<file path="config.mk">
export PLATFORM = sky130hd
export DESIGN_NAME = fetch_unit
export DESIGN_NICKNAME = d
export VERILOG_FILES = /design/src/rtl/fetch_unit.sv
export SDC_FILE = /design/constraint.sdc
export NUM_CORES = 1
export LEC_CHECK = 0
export ABC_AREA = 1
export BUFFER_PORTS_ARGS = -buffer_cell sky130_fd_sc_hd__buf_4
export CORE_UTILIZATION = 48
export CTS_CLUSTER_SIZE = 12
export DETAILED_ROUTE_END_ITERATION = 8
export GPL_ROUTABILITY_DRIVEN = 0
export HOLD_SLACK_MARGIN = 0.1
export PLACE_DENSITY_LB_ADDON = 0.1
export SYNTH_ARGS = -nofsm -noshare
export SYNTH_HDL_FRONTEND = slang
export SYNTH_SLANG_ARGS = --single-unit
</file>
<file path="constraint.sdc">
create_clock -name clk -period 3.8 [get_ports clk]
set_input_delay 0 -clock clk [delete_from_list [all_inputs] [get_ports clk]]
set_output_delay 0 -clock clk [all_outputs]
set_load 0.01 [all_outputs]
</file>
<file path="src/rtl/fetch_unit.sv">
// fetch_unit: RV32I multi-cycle fetch stage holding the PC and the current instruction.
// Inputs:  clk, rst, PC_stall, PC_MUX_sel, branch_target, im_gnt, im_rvalid, im_rdata.
// Outputs: im_req, im_addr, pc, pc_plus4, instr, instr_valid, opcode, func3, func7, rd, rs1, rs2,
//          and misalign_err with HALT state when FETCH_MISALIGN_TRAP_EN is defined.
module fetch_unit #(
  parameter int WIDTH = 32,
  parameter logic [WIDTH-1:0] RESET_PC = '0
) (
  input  logic             clk,
  input  logic             rst,
  input  logic             PC_stall,
  input  logic             PC_MUX_sel,
  input  logic [WIDTH-1:0] branch_target,
  output logic             im_req,
  output logic [WIDTH-1:0] im_addr,
  input  logic             im_gnt,
  input  logic             im_rvalid,
  input  logic [31:0]      im_rdata,
  output logic [WIDTH-1:0] pc,
  output logic [WIDTH-1:0] pc_plus4,
  output logic [31:0]      instr,
  output logic             instr_valid,
`ifdef FETCH_MISALIGN_TRAP_EN
  output logic             misalign_err,
`endif
  output logic [6:0]       opcode,
  output logic [2:0]       func3,
  output logic [6:0]       func7,
  output logic [4:0]       rd,
  output logic [4:0]       rs1,
  output logic [4:0]       rs2
);
`ifdef FETCH_MISALIGN_TRAP_EN
  typedef enum logic [1:0] {REQ, WAIT, HOLD, HALT} state_t;
  logic err_q, err_d;
`else
  typedef enum logic [1:0] {REQ, WAIT, HOLD} state_t;
`endif
  state_t state_q, state_d;
  logic [WIDTH-1:0] pc_q, pc_d;
  logic [31:0] instr_q, instr_d;
  logic valid_q, valid_d;
  always_comb begin
    state_d = state_q;
    pc_d = pc_q;
    instr_d = instr_q;
    valid_d = valid_q;
`ifdef FETCH_MISALIGN_TRAP_EN
    err_d = err_q;
`endif
    case (state_q)
      REQ: if (im_gnt) begin
        state_d = im_rvalid ? HOLD : WAIT;
        instr_d = im_rvalid ? im_rdata : instr_q;
        valid_d = im_rvalid;
      end
      WAIT: if (im_rvalid) begin
        state_d = HOLD;
        instr_d = im_rdata;
        valid_d = 1'b1;
      end
      HOLD: if (!PC_stall) begin
        valid_d = 1'b0;
`ifdef FETCH_MISALIGN_TRAP_EN
        if (PC_MUX_sel && |branch_target[1:0]) begin
          err_d = 1'b1;
          state_d = HALT;
        end else begin
          state_d = REQ;
          pc_d = PC_MUX_sel ? branch_target : pc_plus4;
        end
`else
        state_d = REQ;
        pc_d = PC_MUX_sel ? (branch_target & ~WIDTH'(3)) : pc_plus4;
`endif
      end
      default: ;
    endcase
  end
  always_ff @(posedge clk) begin
    if (rst) begin
      state_q <= REQ;
      pc_q <= RESET_PC;
      instr_q <= 32'h0000_0013;
      valid_q <= 1'b0;
`ifdef FETCH_MISALIGN_TRAP_EN
      err_q <= 1'b0;
`endif
    end else begin
      state_q <= state_d;
      pc_q <= pc_d;
      instr_q <= instr_d;
      valid_q <= valid_d;
`ifdef FETCH_MISALIGN_TRAP_EN
      err_q <= err_d;
`endif
    end
  end
`ifdef FETCH_MISALIGN_TRAP_EN
  assign misalign_err = err_q;
`endif
  assign im_req = state_q == REQ;
  assign im_addr = pc_q;
  assign pc = pc_q;
  assign pc_plus4 = pc_q + WIDTH'(4);
  assign instr = instr_q;
  assign instr_valid = valid_q;
  assign opcode = instr_q[6:0];
  assign func3 = instr_q[14:12];
  assign func7 = instr_q[31:25];
  assign rd = instr_q[11:7];
  assign rs1 = instr_q[19:15];
  assign rs2 = instr_q[24:20];
endmodule
</file>
# Word-level counts from Yosys, hierarchy flattened
# Cells that the tools add are included.
# totals
input_bits,70
ff_bits,67
out_inout_bits,162
wordCells,30
# op_classes
n_eq_ne,5
addsub,1
reduce_logical,6
bitwise_logic,1
mux,13
# op_table
cell,n
32-bit 2-to-1 mux,3
32-bit one-hot mux with 2 select lines,1
32-bit by 3-bit adder with 32-bit output (second input constant),1
2-bit 2-to-1 mux,4
2-bit one-hot mux with 3 select lines,1
2-bit inequality test (second input constant),2
2-bit AND reduction,2
4-bit AND reduction,1
1-bit 2-to-1 mux,3
1-bit one-hot mux with 3 select lines,1
3-bit nonzero test,1
2-bit by 1-bit equality test with 1-bit output (second input constant),1
2-bit equality test (second input constant),1
2-bit zero test,1
2-bit by 1-bit inequality test with 1-bit output (second input constant),1
2-bit nonzero test,1
1-bit NOT,1

# Depth between registers and ports, before layout
# Gate-level depths: netlist of the first run.
# logic_depth
depth_word,3
depth_mapped,10

# Least setup slack after synthesis of the first run
# Ideal clock, no wire load.
# synth_timing
kind,reg2reg
from,register state_q[1]
to,register instr_q[10] (netlist: instr[10])
path_slack_ns,2.111
t_required_ns,3.668
synth_period_minus_slack_ns,1.689
arrival_time_ns,1.557
n_path_buf,1
path_stages_with_launch,9
cell_sequence,dfxtp_1 > inv_1 > ha_1 > or2_2 > nand3_1 > inv_1 > clkbuf_1 > nand2_1 > a21oi_1
# synth_between
elab_chain_cells,3
# synth_lines
element,line_no,rtl
from (decl),39,"state_t state_q, state_d;"
from (signal assigned),90,state_q <= state_d;
2-bit zero test (*),-,
via im_req,14,"output logic im_req,"
2-bit by 1-bit inequality test with 1-bit output (no line) or 2-bit nonzero test (tied branches),-,
2-bit AND reduction (no line),-,
to (signal assigned),92,instr_q <= instr_d;
to (decl),41,"logic [31:0] instr_q, instr_d;"
# Mark *: on every way through the listed nets, which the timed path passes. The rest lies on a longest branch.
# A chain may end at the register's enable or synchronous reset.

# Worst setup path in the final report of the first run
# layout_timing
from,register state_q[1]
to,register instr_q[16] (netlist: instr[16])
# layout_between
elab_chain_cells,3
# layout_lines
element,line_no,rtl
2-bit by 1-bit equality test with 1-bit output or 2-bit zero test (tied branches),51,case (state_q)
2-bit nonzero test (no line) or 2-bit by 1-bit inequality test with 1-bit output (tied branches),-,
2-bit AND reduction (no line),-,
# Parallel ways exist; a longest one is shown, timed or not.

==> results of run 1 <==
-- worst paths after layout --
kind,start,end,cells after the start,slack (ns)
worst min register to register,instr[1],instr[1],2,0.53
worst max register to register,state_q[1],instr[16],8,1.13
worst max-delay path,state_q[1],instr[16],8,1.13
worst min-delay path,PC_MUX_sel,im_addr[9],3,0.16
-- repair_timing --
action	CTS	global route
hold buffers	95	0
setup endpoints to repair	0	0
hold endpoints to repair	64	0
-- worst reg2reg max path: stages (launching register included) --
cell and delay [ns]:
dfxtp_1 0.41, inv_1 0.11, ha_1 0.25, nand2_1 0.10, nand3_1 0.09, inv_1 0.72
nand2_1 0.18, a21oi_1 0.20, dlygate4sd3_1 0.56
-- where the power goes --
part | switching (mW) | total, mW | internal, mW
Combinational | 0.629 | 1.29 | 0.664
Clock | 0.311 | 0.690 | 0.379
Sequential | 0.188 | 0.992 | 0.804
-- cell usage after synthesis --
master    number  share of area
nand2_1      173           0.16
a21oi_1       89           0.11
buf_4         68           0.13
dfxtp_1       64           0.32
o21ai_0       29          0.037
nor2_1        28          0.027
inv_1         25          0.024
clkbuf_1      18          0.017
nand3_1       13          0.016
nor2_4         9          0.026
buf_2          8          0.010
nand2_2        7          0.011
nand3b_1       7          0.013
xor2_2         7          0.029
nor2_2         5         0.0079
and2_1         4         0.0063
ha_1           4          0.013
xnor2_1        4         0.0089
xor2_1         4         0.0089
nand2_4        2         0.0057
or2_2          2         0.0032
a211oi_1       1         0.0019
a221oi_1       1         0.0022
conb_1         1        0.00095
or2_1          1         0.0016
-- flip-flops by register name, indices dropped and copies added, names as in the netlist --
signal   cells
im_addr     30
instr       32
state_q      2
-- kinds of logic (layout without fill, tap and decap cells) --
kind of cell / Yosys count / after routing / synth area share
AND/OR/NAND/NOR: 251 / 251 / 0.282
AO/OA/AOI/OAI: 120 / 120 / 0.154
buffers and inverters: 119 / 361 / 0.180
flip-flops: 64 / 64 / 0.324
XOR/XNOR: 15 / 15 / 0.0465
adder cells (fa/ha/maj): 4 / 4 / 0.0127
other: 1 / 6 / 0.000949
-- stage by stage --
stage / cells / hold WS (ns) / area, sq um / worst slack (ns)
after global placement: 812 / 0.198 / 5170 / 1.93
after global routing: 923 / 0.182 / 6350 / 0.884
after detailed placement: 812 / 0.203 / 5170 / 1.79
final: 923 / 0.159 / 6350 / 1.13
after CTS: 923 / 0.107 / 6350 / 1.27
after floorplan: 579 / 0.113 / 3970 / 2.11
-- layer usage --
metal / global-route usage / up-vias / share of wire
met5: 0 / - / 0
met4: 0.196 / 0 / 0.044
met3: 0.0755 / 55 / 0.075
met2: 0.621 / 280 / 0.53
met1: 0.357 / 2198 / 0.35
li1: - / 2246 / -
-- final cells by class --
| cell class | instances | area, sq um |
|---|---|---|
| clock inverters | 7 | 103 |
| clock buffers | 9 | 124 |
| multi-input cells | 396 | 1980 |
| inverters | 25 | 93.8 |
| repair buffers | 320 | 2640 |
| fillers | 510 | 1500 |
| well taps | 102 | 128 |
| flip-flops and latches | 64 | 1280 |
==> metrics.csv, run 1 <==
metric;value;unit
p_per_area;469;nW/um^2
path_clk_slew;0.08;ns
overflow;0;
tightest_slew;0.993;ns
cts_tree;done;
antennaDiodeCount;0;
worstPathArrival;2.97;ns
status;finished, final reports clean;
slew-limit-headroom;0.337;
area_growth;60.6;%
min_period_over_period;0.703;
wl_per_cell;15.7;um
rows;32;
io_buffers;223;
root_buffer;clkbuf_8;
vias_per_cell;5.18;
routed_wl;14500;um
yosys_register_bits;64;
worst_ep_required_time;4.10;ns
grt_pass1_vias;4725;
grt_pass1_wl;22900;um
vias;4779;
synth_cells;574;
drt_iter0_markers;265;
postCtsSetupRepairBufs;0;
cp_cell_sequence;inv_1 > ha_1 > nand2_1 > nand3_1 > inv_1 > nand2_1 > a21oi_1 > dlygate4sd3_1;
h-tree-depth;3;
cp_slowest_stage_delay;0.72;ns
cp_num_buf_inv;3;
max_freq;374;MHz
min_period;2.67;ns
cp-start-kind;flop;
netlist_area;3950;sq um
final_nets;890;
ant_nets;0;
hold_class;input port to flop;
die_y;92.7;um
yosysWarnings;0;
final_cell_mix;buf_4 (225), nand2_1 (173), dlygate4sd3_1 (95), a21oi_1 (89), dfxtp_1 (64);
maxCapViolCount;0;
setup_viol;0;
rsz0062_at_grt;false;
drtPass1Iterations;5;
path_max_fanout;32;
crit_path_top_delay_cell;inv_1;
clock_sinks;64;
clk_latency;0.36;ns
clockBufferDepth;2;
leakagePower;3.04;nW
total_power;2.97;mW
boundaryPins;232;
setup_tns;0;ns
fin_util;0.809;
postSynthAreaPerCell;6.89;sq um
drive_above_1_share;0.333;
hold_violations;0;
cp-end-kind;flop;
seq_area_frac_synth;0.324;
antenna_found_initial;0;
finalClockSkew;0.00939;ns
layout_commonest_cell;buf_4;
start_util;0.504;
ys_types;25;
critical_path_class;flop to flop;
cts_resized;0;
die_w;92.7;um
irDropWorstVdd;344;uV
cts_made_buffers;9;
crit_family;buffers and inverters;
grt_max_degree;34;
slew_viol_final;0;
grt_use_total;0.340;
dieArea;8600;sq um
core-area;7850;sq um
route.detailed.drc;0;
dpl.hpwl;8410;um
(Power assumes the default switching activity.)
==> run 2, diff against run 1 <==
--- a/config.mk
+++ b/config.mk
@@ -7,7 +7,7 @@
 export LEC_CHECK = 0
 export ABC_AREA = 1
 export BUFFER_PORTS_ARGS = -buffer_cell sky130_fd_sc_hd__buf_4
-export CORE_UTILIZATION = 48
+export CORE_UTILIZATION = 40
 export CTS_CLUSTER_SIZE = 12
 export DETAILED_ROUTE_END_ITERATION = 8
 export GPL_ROUTABILITY_DRIVEN = 0
==> constraint.sdc (replaced) <==
create_clock -name clk -period 2.4 [get_ports clk]
set_input_delay 0 -clock clk [delete_from_list [all_inputs] [get_ports clk]]
set_output_delay 0 -clock clk [all_outputs]
set_load 0.01 [all_outputs]
==> metrics.csv, run 2 (synthesized netlist as in run 1, its figures left out) <==
metric;value;unit;change
status;finished, final reports clean;;
cts_made_buffers;9;;unchanged
startpoint;state_q[0];;
grt_use_total;0.243;;-0.0970
antenna_found_initial;0;;unchanged
vias_per_cell;4.74;;-8.4%
maxCapViolCount;0;;unchanged
cts_tree;done;;
leakagePower;2.87;nW;-5.5%
p_seq_frac;0.337;;+0.004
slew_viol_final;0;;unchanged
vias;4384;;-8.3%
routed_wl;12600;um;-13%
path_max_fanout;13;;-59%
clockBufferDepth;2;;unchanged
cp_num_buf_inv;3;;unchanged
cp-start-kind;flop;;
io_buffers;223;;unchanged
grt_max_degree;34;;unchanged
finalClockSkew;0.0108;ns;+0.00138 ns
p_clk_frac;0.256;;+0.024
hold_class;input port to flop;;
rr_startpoint;state_q[0];;
drt_iter0_markers;133;;-50%
layout_commonest_cell;buf_4;;
overflow;0;;unchanged
cpMostUsedCell;inv_1;;
min_period_over_period;0.885;;+0.182
postCtsSetupRepairBufs;0;;unchanged
grt_pass1_wl;19600;um;-14%
rsz0062_at_grt;false;;
crit_path_top_delay_cell;dlygate4sd3_1;;
clk_latency;0.35;ns;about the same
irDropWorstVdd;479;uV;+39%
fin_util;0.652;;-0.157
swShare;0.359;;-0.0205
combinationalPowerShare;0.406;;-0.029
hold_violations;0;;unchanged
drive_above_1_share;0.348;;+0.0159
drtPass1Iterations;5;;unchanged
setup_tns;0;ns;unchanged
switching_power;1.66;mW;+47%
max_freq;471;MHz;+26%
worst_ep_required_time;2.62;ns;-1.48 ns
route.detailed.drc;0;;unchanged
p_int;2.97;mW;+61%
rows;35;;+9.4%
largest_register_ffs;32;;unchanged
crit_family;simple AND/OR/NAND/NOR gates;;
die_y;101;um;+9.3%
dpl.hpwl;8620;um;+2.4%
clock_sinks;64;;unchanged
grt_pass1_vias;3976;;-16%
worstPathArrival;2.35;ns;-0.62 ns
tightest_slew;0.954;ns;-0.0391 ns
final_nets;864;;-2.9%
dieArea;10300;sq um;+20%
min_period;2.12;ns;-0.547 ns
slew-limit-headroom;0.363;;+0.0261
cp-end-kind;flop;;
root_buffer;clkbuf_8;;
cp_slowest_stage_delay;0.58;ns;-0.14 ns
h-tree-depth;3;;unchanged
wl_per_cell;13.6;um;-14%
area_growth;55.3;%;
worstHoldStart;im_gnt;;
antennaDiodeCount;0;;unchanged
final_cell_mix;buf_4 (228), nand2_1 (173), a21oi_1 (89), dlygate4sd3_1 (66), dfxtp_1 (64);;
path_clk_slew;0.07;ns;about the same
start_util;0.420;;-0.0839
critical_path_class;flop to flop;;
cp_cell_sequence;inv_1 > ha_1 > inv_1 > or2_2 > nand2_1 > nand3_1 > nor2_1 > a211oi_1 > dlygate4sd3_1;;
p_per_area;754;nW/um^2;+61%
setup_viol;0;;unchanged
core-area;9420;sq um;+20%
boundaryPins;232;;unchanged
ant_nets;0;;unchanged
die_w;101;um;+9.3%
run 2: cell count changes in the layout (fill, tap and decap cells not counted), sizes merged:
| cell | delta |
|---|---|
| buf | +3 |
| clkbuf | +1 |
| dlygate4sd3 | -29 |
| inv | -2 |
| clkinvlp | +1 |
| bufinv | +1 |
| clkinv | -1 |
run 2: routing by layer:
metal / part of all wire / wire (um) / GRT usage
met5: 0 / 0 / 0
met4: 0.017 / 213 / 0.0814
met3: 0.078 / 982 / 0.0607
met2: 0.50 / 6290 / 0.430
met1: 0.40 / 5070 / 0.286
run 2: path summary, 6_finish.rpt:
path / to / slack, ns / cells past startpoint
setup / recovery: state_q[0] / 0.28 / 9
hold / removal: state_q[1] / 0.13 / 6
setup reg to reg: state_q[0] / 0.28 / 9
hold reg to reg: instr[21] / 0.49 / 2
run 2: what timing repair did:
item,4_1_cts,5_1_grt
endpoints found under the hold margin,64,0
resized for setup,0,1
hold buffers,66,0
setup endpoints to repair,0,1
run 2: power by group through the flow:
stage | Combinational, mW | Sequential (mW) | Clock [mW]
floorplan | 0.997 | 1.61 | 0
global route | 2.06 | 1.60 | 1.25
detailed placement | 1.78 | 1.58 | 0
CTS | 1.88 | 1.56 | 1.22
finish | 1.88 | 1.56 | 1.19
global placement | 1.76 | 1.56 | 0
run 2: worst register-to-register path: cells and delay by family, from the launching register on:
family / cells / cell delay (ns)
buffers and inverters: 3 / 0.72
AND/OR/NAND/NOR: 4 / 0.75
flip-flops: 1 / 0.32
adder cells (fa/ha/maj): 1 / 0.15
AO/OA/AOI/OAI: 1 / 0.06
run 2: final cells by class:
cell class | count | area, sq um
well taps | 129 | 161
clock inverters | 6 | 115
fillers | 835 | 3280
flip-flops and latches | 64 | 1280
multi-input cells | 396 | 1980
repair buffers | 294 | 2370
clock buffers | 10 | 138
inverters | 25 | 93.8
run 2: metrics by stage:
| stage | hold slack (ns) | area (sq um) | total power [mW] | setup slack [ns] | std cells |
|---|---|---|---|---|---|
| CTS | 0.110 | 6140 | 4.66 | 0.280 | 924 |
| finish | 0.129 | 6140 | 4.63 | 0.276 | 924 |
| global placement | 0.198 | 5230 | 3.32 | 0.549 | 842 |
| floorplan | 0.113 | 3970 | 2.60 | 0.711 | 579 |
| detailed placement | 0.204 | 5230 | 3.36 | 0.444 | 842 |
| global route | 0.170 | 6140 | 4.91 | 0.0594 | 924 |
==> run 3, diff against run 2 <==
--- a/config.mk
+++ b/config.mk
@@ -7,6 +7,7 @@
 export LEC_CHECK = 0
 export ABC_AREA = 1
 export BUFFER_PORTS_ARGS = -buffer_cell sky130_fd_sc_hd__buf_4
+export CORE_MARGIN = 4
 export CORE_UTILIZATION = 40
 export CTS_CLUSTER_SIZE = 12
 export DETAILED_ROUTE_END_ITERATION = 8
==> metrics.csv, run 3 (synthesized netlist as in run 1, its figures left out) <==
metric;value;unit;change
dpl.hpwl;9130;um;+6.0%
nFillCells;839;;+0.48%
grt_pass1_vias;4153;;+4.5%
multi_input_area;1980;sq um;unchanged
cpMostUsedCell;inv_1;;
cp-start-kind;flop;;
maxCapViolCount;0;;unchanged
dieArea;11500;sq um;+12%
rows;36;;+2.9%
rsz0062_at_grt;false;;
antenna_found_initial;0;;unchanged
cp_cell_sequence;inv_1 > ha_1 > inv_1 > or2_1 > buf_4 > a21oi_1 > a221oi_1 > dlygate4sd3_1;;
whs_endpoint;state_q[0];;
clockBufferDepth;2;;unchanged
antennaDiodeCount;0;;unchanged
vias_per_cell;4.71;;-0.83%
overflow;0;;unchanged
grt_use_total;0.218;;-0.0249
die_y;107;um;+5.9%
cts_tree;done;;
io_buffers;223;;unchanged
path_max_fanout;31;;+18
postCtsSetupRepairBufs;0;;unchanged
final_cell_mix;buf_4 (227), nand2_1 (173), a21oi_1 (89), dlygate4sd3_1 (66), dfxtp_1 (64);;
min_period;2.09;ns;-0.0311 ns
tightest_slew;0.939;ns;-0.0148 ns
worst_ep_required_time;2.68;ns;+0.06 ns
routed_wl;12900;um;+2.6%
hold_class;input port to flop;;
min_period_over_period;0.872;;-0.0129
status;finished, final reports clean;;
critical_path_class;flop to flop;;
hold_depth;5;;-1
seq_area;1280;sq um;unchanged
max_freq;478;MHz;+1.5%
whs;0.129;ns;-0.000498 ns
cts_resized;0;;unchanged
path_clk_slew;0.07;ns;about the same
layout_commonest_cell;buf_4;;
rr_startpoint;state_q[0];;
clock_sinks;64;;unchanged
cts_made_buffers;9;;unchanged
cp_slowest_stage_delay;0.59;ns;about the same
cp_num_buf_inv;4;;+1
wl_met3;931;um;-5.2%
route.detailed.drc;0;;unchanged
h-tree-depth;3;;unchanged
hold_violations;0;;unchanged
core-area;9680;sq um;+2.9%
setup_viol;0;;unchanged
dr.max_layer_used;met4;;
area_growth;53.6;%;
wl_met1;5080;um;about the same
r2r-end;im_addr[2];;
grt_max_degree;34;;unchanged
drive_above_1_share;0.344;;-0.00417
wl_met2;6630;um;+5.3%
wl_per_cell;13.9;um;+2.4%
r2r_slack;0.31;ns;+0.03 ns
drt_iter0_markers;181;;+36%
start_util;0.408;;-0.0117
reg2regPathDepth;8;;-1
vias;4357;;-0.62%
leakagePower;2.84;nW;-1.0%
grt_pass1_wl;20500;um;+4.5%
drtPass1Iterations;4;;-1
crit_path_top_delay_cell;dlygate4sd3_1;;
clk_latency;0.33;ns;-0.02 ns
crit_family;buffers and inverters;;
finalClockSkew;0.0109;ns;+0.000110 ns
cp-end-kind;flop;;
final_nets;863;;-0.12%
root_buffer;clkbuf_8;;
worstHoldStart;im_gnt;;
largest_register_ffs;32;;unchanged
irDropWorstVdd;382;uV;-20%
slew-limit-headroom;0.373;;+0.00986
worstPathArrival;2.37;ns;+0.02 ns
ant_nets;0;;unchanged
die_w;107;um;+5.9%
p_per_area;715;nW/um^2;-5.2%
boundaryPins;232;;unchanged
setup_tns;0;ns;unchanged
slew_viol_final;0;;unchanged
[run 3: cell type report]
type	count	share of cell area
Timing Repair Buffer	293	0.390
Multi-Input combinational cell	396	0.326
Sequential cell	64	0.211
Tap cell	133	0.0274
Clock buffer	11	0.0233
Inverter	25	0.0155
Clock inverter	4	0.00742
[run 3: where the power goes]
part / leakage (nW) / internal, mW / total, mW / switching [mW]
clock: 0.0989 / 0.498 / 0.906 / 0.408
combinational: 2.22 / 0.963 / 1.87 / 0.911
sequential: 0.522 / 1.27 / 1.56 / 0.285
total: 2.84 / 2.73 / 4.34 / 1.60
[run 3: what timing repair did]
item                                    4_1_cts  5_1_grt
endpoints found under the setup margin        0        0
hold buffers                                 66        0
hold endpoints to repair                     64        0
[run 3: worst min-delay path, delay by kind of cell]
family / cells / cell delay (ns)
buf+inv: 2 / 0.15
simple gates: 2 / 0.18
compound gates: 1 / 0.08
[run 3: worst max-delay path by stage]
stage / startpoint / end / slack, ns / cells past startpoint
finish: state_q[0] / im_addr[2] / 0.31 / 8
floorplan: state_q[1] / instr[10] / 0.71 / 8
detailed placement: state_q[1] / instr[13] / 0.46 / 7
CTS: state_q[0] / im_addr[2] / 0.32 / 8
global placement: state_q[1] / instr[1] / 0.53 / 7
global route: state_q[0] / im_addr[2] / 0.17 / 8
[run 3: metrics by stage]
step | total power [mW] | instances | setup WS, ns | utilization | area (sq um)
after floorplan | 2.60 | 579 | 0.711 | - | 3970
after global placement | 3.34 | 845 | 0.533 | 0.539 | 5220
after detailed placement | 3.37 | 845 | 0.457 | 0.539 | 5220
after CTS | 4.38 | 926 | 0.323 | 0.627 | 6070
after global routing | 4.64 | 926 | 0.168 | 0.627 | 6070
final | 4.34 | 926 | 0.307 | 0.627 | 6070
[run 3: metal layers]
metal / vias to the layer above / global-route usage
met4: 0 / 0.0631
met1: 1991 / 0.257
met3: 16 / 0.0582
li1: 2182 / -
met2: 168 / 0.387
met5: - / 0
